`config.mk`:
```
export PLATFORM = sky130hd
export DESIGN_NAME = regfile_op_sequencer
export DESIGN_NICKNAME = d
export VERILOG_FILES = /design/src/rtl/regfile_op_sequencer.sv
export SDC_FILE = /design/constraint.sdc
export NUM_CORES = 1
export LEC_CHECK = 0
export CAP_MARGIN = 10
export CORE_MARGIN = 3
export CORE_UTILIZATION = 42
export DETAILED_ROUTE_END_ITERATION = 8
export MAX_ROUTING_LAYER = met4
export PLACE_DENSITY = 0.73
export SYNTH_ARGS = -nofsm -noshare
export SYNTH_HDL_FRONTEND = slang
export SYNTH_SLANG_ARGS = --single-unit
```
`constraint.sdc`:
```
create_clock -name clk -period 1.65 [get_ports clk]
set_input_delay 0.165 -clock clk [delete_from_list [all_inputs] [get_ports clk]]
set_output_delay 0.165 -clock clk [all_outputs]
set_load 0.05 [all_outputs]
```
`src/rtl/regfile_op_sequencer.sv`:
```
// Micro-sequencer for a 2-entry register file: accepts one register-transfer
// instruction per handshake, reads two operands through the async read ports,
// computes with a small ALU and writes the result back. One instruction in flight.
module regfile_op_sequencer #(
    parameter int DATA_W = 2,
    parameter int ADDR_W = 1
) (
    input  logic              clk,
    input  logic              reset,
    input  logic              in_valid,
    output logic              in_ready,
    input  logic [1:0]        in_op,
    input  logic [ADDR_W-1:0] in_rd,
    input  logic [ADDR_W-1:0] in_rs1,
    input  logic [ADDR_W-1:0] in_rs2,
    input  logic [DATA_W-1:0] in_imm,
    output logic [ADDR_W-1:0] Read_Address_1,
    output logic [ADDR_W-1:0] Read_Address_2,
    input  logic [DATA_W-1:0] Read_Data_1,
    input  logic [DATA_W-1:0] Read_Data_2,
    output logic [ADDR_W-1:0] Write_Address,
    output logic [DATA_W-1:0] Write_Data,
    output logic              Write_Enable,
    output logic              done,
    output logic [DATA_W-1:0] result,
    output logic              zero,
    output logic              carry
);

    typedef enum logic [1:0] {
        IDLE  = 2'b00,
        READ  = 2'b01,
        EXEC  = 2'b10,
        WRITE = 2'b11
    } state_t;

    localparam logic [1:0] OP_MOVI = 2'b00;
    localparam logic [1:0] OP_ADD  = 2'b01;
    localparam logic [1:0] OP_SUB  = 2'b10;
    localparam logic [1:0] OP_AND  = 2'b11;

    state_t              state_q;
    state_t              next_state;
    logic                accept;

    // instruction fields latched at acceptance
    logic [1:0]          op_p0;
    logic [ADDR_W-1:0]   rd_p0;
    logic [DATA_W-1:0]   imm_p0;
    // operands sampled in READ
    logic [DATA_W-1:0]   op_a_p1;
    logic [DATA_W-1:0]   op_b_p1;
    // ALU outputs computed in EXEC
    logic [DATA_W-1:0]   res_p2;
    logic                carry_p2;

    // ALU: returns {carry/borrow, result}. The extra top bit of the widened
    // subtraction is set exactly when a < b, so it doubles as the borrow flag.
    function automatic logic [DATA_W:0] alu(
        input logic [1:0]        op,
        input logic [DATA_W-1:0] a,
        input logic [DATA_W-1:0] b,
        input logic [DATA_W-1:0] imm
    );
        logic [DATA_W:0] r;
        case (op)
            OP_MOVI: r = {1'b0, imm};
            OP_ADD:  r = {1'b0, a} + {1'b0, b};
            OP_SUB:  r = {1'b0, a} - {1'b0, b};
            OP_AND:  r = {1'b0, a & b};
            default: r = '0;
        endcase
        return r;
    endfunction

    // in_ready is registered so it stays low while reset is asserted
    assign accept        = (state_q == IDLE) && in_valid && in_ready;
    assign Write_Address = rd_p0;
    assign Write_Data    = res_p2;

    // State register and handshake-ready flag
    always_ff @(posedge clk or negedge reset) begin
        if (!reset) begin
            state_q  <= IDLE;
            in_ready <= 1'b0;
        end else begin
            state_q  <= next_state;
            in_ready <= (next_state == IDLE);
        end
    end

    // Next-state and write-port strobes
    always_comb begin
        next_state   = state_q;
        Write_Enable = 1'b0;
        done         = 1'b0;
        case (state_q)
            IDLE:  if (accept) next_state = READ;
            READ:  next_state = EXEC;
            EXEC:  next_state = WRITE;
            WRITE: begin
                Write_Enable = 1'b1;
                done         = 1'b1;
                next_state   = IDLE;
            end
            default: next_state = IDLE;
        endcase
    end

    // Latch the instruction; read addresses hold rs1/rs2 until the next accept
    always_ff @(posedge clk or negedge reset) begin
        if (!reset) begin
            op_p0          <= '0;
            rd_p0          <= '0;
            imm_p0         <= '0;
            Read_Address_1 <= '0;
            Read_Address_2 <= '0;
        end else if (accept) begin
            op_p0          <= in_op;
            rd_p0          <= in_rd;
            imm_p0         <= in_imm;
            Read_Address_1 <= in_rs1;
            Read_Address_2 <= in_rs2;
        end
    end

    // Sample operands from the combinational read ports at the end of READ
    always_ff @(posedge clk or negedge reset) begin
        if (!reset) begin
            op_a_p1 <= '0;
            op_b_p1 <= '0;
        end else if (state_q == READ) begin
            op_a_p1 <= Read_Data_1;
            op_b_p1 <= Read_Data_2;
        end
    end

    // Register the ALU result and flag at the end of EXEC
    always_ff @(posedge clk or negedge reset) begin
        if (!reset) begin
            res_p2   <= '0;
            carry_p2 <= 1'b0;
        end else if (state_q == EXEC) begin
            {carry_p2, res_p2} <= alu(op_p0, op_a_p1, op_b_p1, imm_p0);
        end
    end

    // Publish result and flags on the WRITE edge; held until the next WRITE
    always_ff @(posedge clk or negedge reset) begin
        if (!reset) begin
            result <= '0;
            zero   <= 1'b0;
            carry  <= 1'b0;
        end else if (state_q == WRITE) begin
            result <= res_p2;
            zero   <= (res_p2 == '0);
            carry  <= carry_p2;
        end
    end

endmodule

```
== Word-level counts from Yosys, hierarchy flattened ==
Cells that the tools add are included.
Widths: inputs -> output; s select.

* Input bits: 14
* Word-level logic and storage cells: 33
* Register bits: 21
* Output and inout bits: 12

* Eq/ne operators: 6
* Mux-type cells: 4
* Bitwise gates (word level): 1
* Reduce and logical (&&, ||, !) cells: 6
* Add/subtract/negate cells: 2

{| class="wikitable"
|+ Operators by type and width
! kind !! count
|-
| $pmux 3 s4 || 1
|-
| $eq 2x2->1 const B || 4
|-
| $logic_not 2->1 || 4
|-
| $pmux 2 s4 || 1
|-
| $eq 2x1->1 const B || 2
|-
| $add 2x2->3 || 1
|-
| $sub 2x2->3 || 1
|-
| $and 2x2->2 || 1
|-
| $logic_and 1x1->1 || 2
|-
| $mux 2 || 1
|-
| $mux 1 || 1
|}

== Depth between registers and ports, before layout ==
* Depth after elaboration: 6
* Gate-level depth with buffers: 6

== Worst setup path before layout ==
Ideal clock, no wire load.

* Path type: reg-to-reg
* Start: register op_p0[0]
* End: register res_p2[1] (netlist: Write_Data[1])
* Path buffers: 0
* Arrival time: 1.499 ns
* Path slack: 0.018 ns
* Period minus slack after synthesis: 1.632 ns
* Cell stages (with the launch flop): 7
* Data required time: 1.517 ns
* Cells stage by stage: dfrtp_1 > inv_1 > ha_1 > mux2i_1 > fa_1 > a22oi_1 > a31oi_1

* Word-level cells in the longest chain between the ends: 2

{| class="wikitable"
|+ Ends and longest elaborated chain
! element !! line !! RTL
|-
| from (decl) || 47 || <nowiki>logic [1:0] op_p0;</nowiki>
|-
| from (signal assigned) || 119 || <nowiki>op_p0 <= in_op;</nowiki>
|-
| $eq 2x2->1, or another cell as far along || 66 || <nowiki>case (op)</nowiki>
|-
| $pmux 3 s4 (*) || 66 ||
|-
| to (signal assigned) || 144 || <nowiki>{carry_p2, res_p2} <= alu(op_p0, op_a_p1, op_b_p1, imm_p0);</nowiki>
|-
| to (decl) || 54 || <nowiki>logic [DATA_W-1:0] res_p2;</nowiki>
|}

Every way passes the cells marked *; elsewhere a longest branch is shown, timed or not.
A chain may end at the register's enable or synchronous reset.

== Worst setup path after layout ==
* Start: register op_b_p1[1]
* End: register res_p2[1] (netlist: Write_Data[1])

* Word-level cells in the longest chain between the ends: 2

{| class="wikitable"
|+ Ends and longest elaborated chain
! element !! line !! RTL
|-
| from (decl) || 52 || <nowiki>logic [DATA_W-1:0] op_b_p1;</nowiki>
|-
| from (signal assigned) || 134 || <nowiki>op_b_p1 <= Read_Data_2;</nowiki>
|-
| $sub 2x2->3, or another cell as far along || 69 || <nowiki>OP_SUB: r = {1'b0, a} - {1'b0, b};</nowiki>
|-
| $pmux 3 s4 (*) || 66 ||
|}

Marked as above.

==> metrics <==
Tot Pwr=3.099 mW; Post-DRT Antenna Nets=0; Clk Tree Root Cell=clkbuf_4; H-tree Lvls=1; Die H=55.15 microns; Fillers=193; CP Capture Type=flop; Antenna diodes=0; vias in the first global route=699; Layout Cells excl Fill=145; Die Footprint=3042 sq um; max-cap violations=0; Final Util=62.82%; Vias=703; worst setup path class=reg2reg; Mapped Area=1015 sq um; clock sink count=21; Hold Crit Class=in2async; Pre-Repair DR Iteration Count=4; nets=144; Worst Path Arrival=1860 ps; Inst Count DP=139; ratio of total power to cell area=2188 nW/um^2; largest net degree at the start of global routing=22; Post-Route WL=1.824 mm; post-synthesis register bit count=21; Setup crit end=Write_Data[1]$_DFFE_PN0P_; initial antenna violation count=0; Leak Pwr=0.6907 nW; Initial Utilization=45.01%; chip width=55.15 microns; final hold viol count=0; Max clock buf depth=2; Distinct cells, synth=18; hpwl dp=1.411 mm; Mapped Cells=82; area added between synthesis and finish=39.58%; syn_nets=108; Vias/cell=4.848; reg2reg end=Write_Data[1]$_DFFE_PN0P_; Seq/Total Area, Yosys=51.79%; Synth Flop Type=dfrtp_1; most frequent cells in the layout=dfrtp_1 (21), buf_4 (14), clkdlybuf4s50_1 (13), mux2_2 (12); Final Max Tran Viols=0; fin crit share=102.1%; Placed Instance Area=1333 sq um; Cell Rows=17; Required @ worst endpoint=1830 ps; top-level port count=26; residual DRC count=0; FF-to-FF setup slack=-40 ps; Post-synth EDFFs=0; commonest non-fill, non-tap cell in the layout=dfrtp_1; clk slew on worst S/H paths=120 ps; layout cells sized above 1=34.19%; first-pass GRT wire length=2.939 mm; Slew @ Worst Pin=505.1 ps; IO Port Bufs=25; R2R cell count=6; 1st-iter DRT viols=4; ys async rst share=100.0%; worst skew pair latency=290 ps; worst hold slack=192.2 ps; Critical R2R Launch=op_b_p1[1]$_DFFE_PN0N_; final setup margin=-35.02 ps; Mean Syn Cell Area=12.37 sq um; YS warnings=0; failing checks=negative setup slack; Critical Path Source=op_b_p1[1]$_DFFE_PN0N_; RePlAce Congestion=0.7621; worst-path fanout max=2; setup_tns=-35.02 ps; worst slack, placed=-59.65 ps; Worst slew margin=66.27%; wire per inst=12.58 microns; Fmax achieved=593.5 MHz; Total GRT Usage=13.98%; Peak VDD IR=1.146 mV; CTS Buf Count=3; outcome=finished with violations; Setup violations, final=1; gr ovfl total=0; cell area after layout=1416 sq um; clock period minus worst slack=1685 ps; Core ar.=2255 sq um; CTS Hold Buffers Added=0; CTS tree=yes; Setup Skew=4.361 ps; RSZ-0062 raised after global routing=true; CP startpoint kind=flop
critical path, cell delays in order, from the launching register on:
cell,delay [ps]
dfrtp_1,410
inv_2,90
ha_4,200
mux2i_2,170
fa_1,460
a22oi_2,140
a31oi_1,100
power breakdown:
part	switching [mW]	internal, mW	leakage [nW]	total (mW)
combinational	1.08	0.848	0.415	1.93
sequential	0.172	0.762	0.258	0.934
clock	0.150	0.0901	0.0177	0.240
total	1.40	1.70	0.691	3.10
kinds of logic (layout without fill, tap and decap cells):
family | count (synthesis) | in the layout | synth area share (%)
XOR/XNOR | 1 | 1 | 0.8633
multiplexers | 13 | 13 | 14.30
adder cells (fa/ha/maj) | 12 | 12 | 15.54
AO/OA/AOI/OAI | 10 | 10 | 6.042
buffers and inverters | 13 | 48 | 5.179
flip-flops | 21 | 21 | 51.79
AND/OR/NAND/NOR | 12 | 12 | 6.289
timing repair:
action | 4_1_cts | 5_1_grt
endpoints found under the setup margin | 1 | 5
setup buffers | 2 | 0
gates resized for setup | 6 | 5
pin swaps | 5 | 3
worst min path at each step:
stage                                startpoint                         end  slack (ps)  cells past startpoint
final                                     reset           carry$_DFFE_PN0P_         190                      2
after global routing                      reset       result[1]$_DFFE_PN0P_         200                      2
after CTS                                 reset        op_p0[1]$_DFFE_PN0P_         190                      2
after detailed placement  imm_p0[0]$_DFFE_PN0P_       imm_p0[0]$_DFFE_PN0P_         500                      1
after global placement    result[1]$_DFFE_PN0P_       result[1]$_DFFE_PN0P_         490                      1
after floorplan                           reset  Read_Address_1$_DFFE_PN0P_        -130                      0
synthesized netlist by cell type, types with 2 or more instances:
cell type  instances  area share, %
nor2_1             5            1.8
mux2_2            12             13
inv_1             12            4.4
o22ai_1            2            1.2
nand2_1            4            1.5
dfrtp_1           21             52
ha_1              11             14
a31oi_1            2            1.2
o21ai_0            4            2.0
registers in the layout, indices dropped and copies added (netlist names), 2 cells and up:
name and count:
imm_p0 2, op_a_p1 2, op_b_p1 2, Write_Data 2, state_q 2, result 2, op_p0 2
cell type report:
cell class | count | area [sq um] | area share [%]
inverter | 12 | 45.04 | 3.180
sequential | 21 | 525.5 | 37.10
clock buffer | 3 | 22.52 | 1.590
multi-input combinational | 48 | 470.5 | 33.22
timing repair buffer | 32 | 312.8 | 22.08
clock inverter | 1 | 5.005 | 0.3534
tap | 28 | 35.03 | 2.473
layer usage:
layer  vias up  global-route usage (%)  wire [microns]
li1        344                       -               -
met1       338                   17.83             822
met2        21                   23.03             888
met3         0                   3.217             113
met4         0                   2.429               0
met5         -                       -               0
Power figures use the tool's default switching activity.
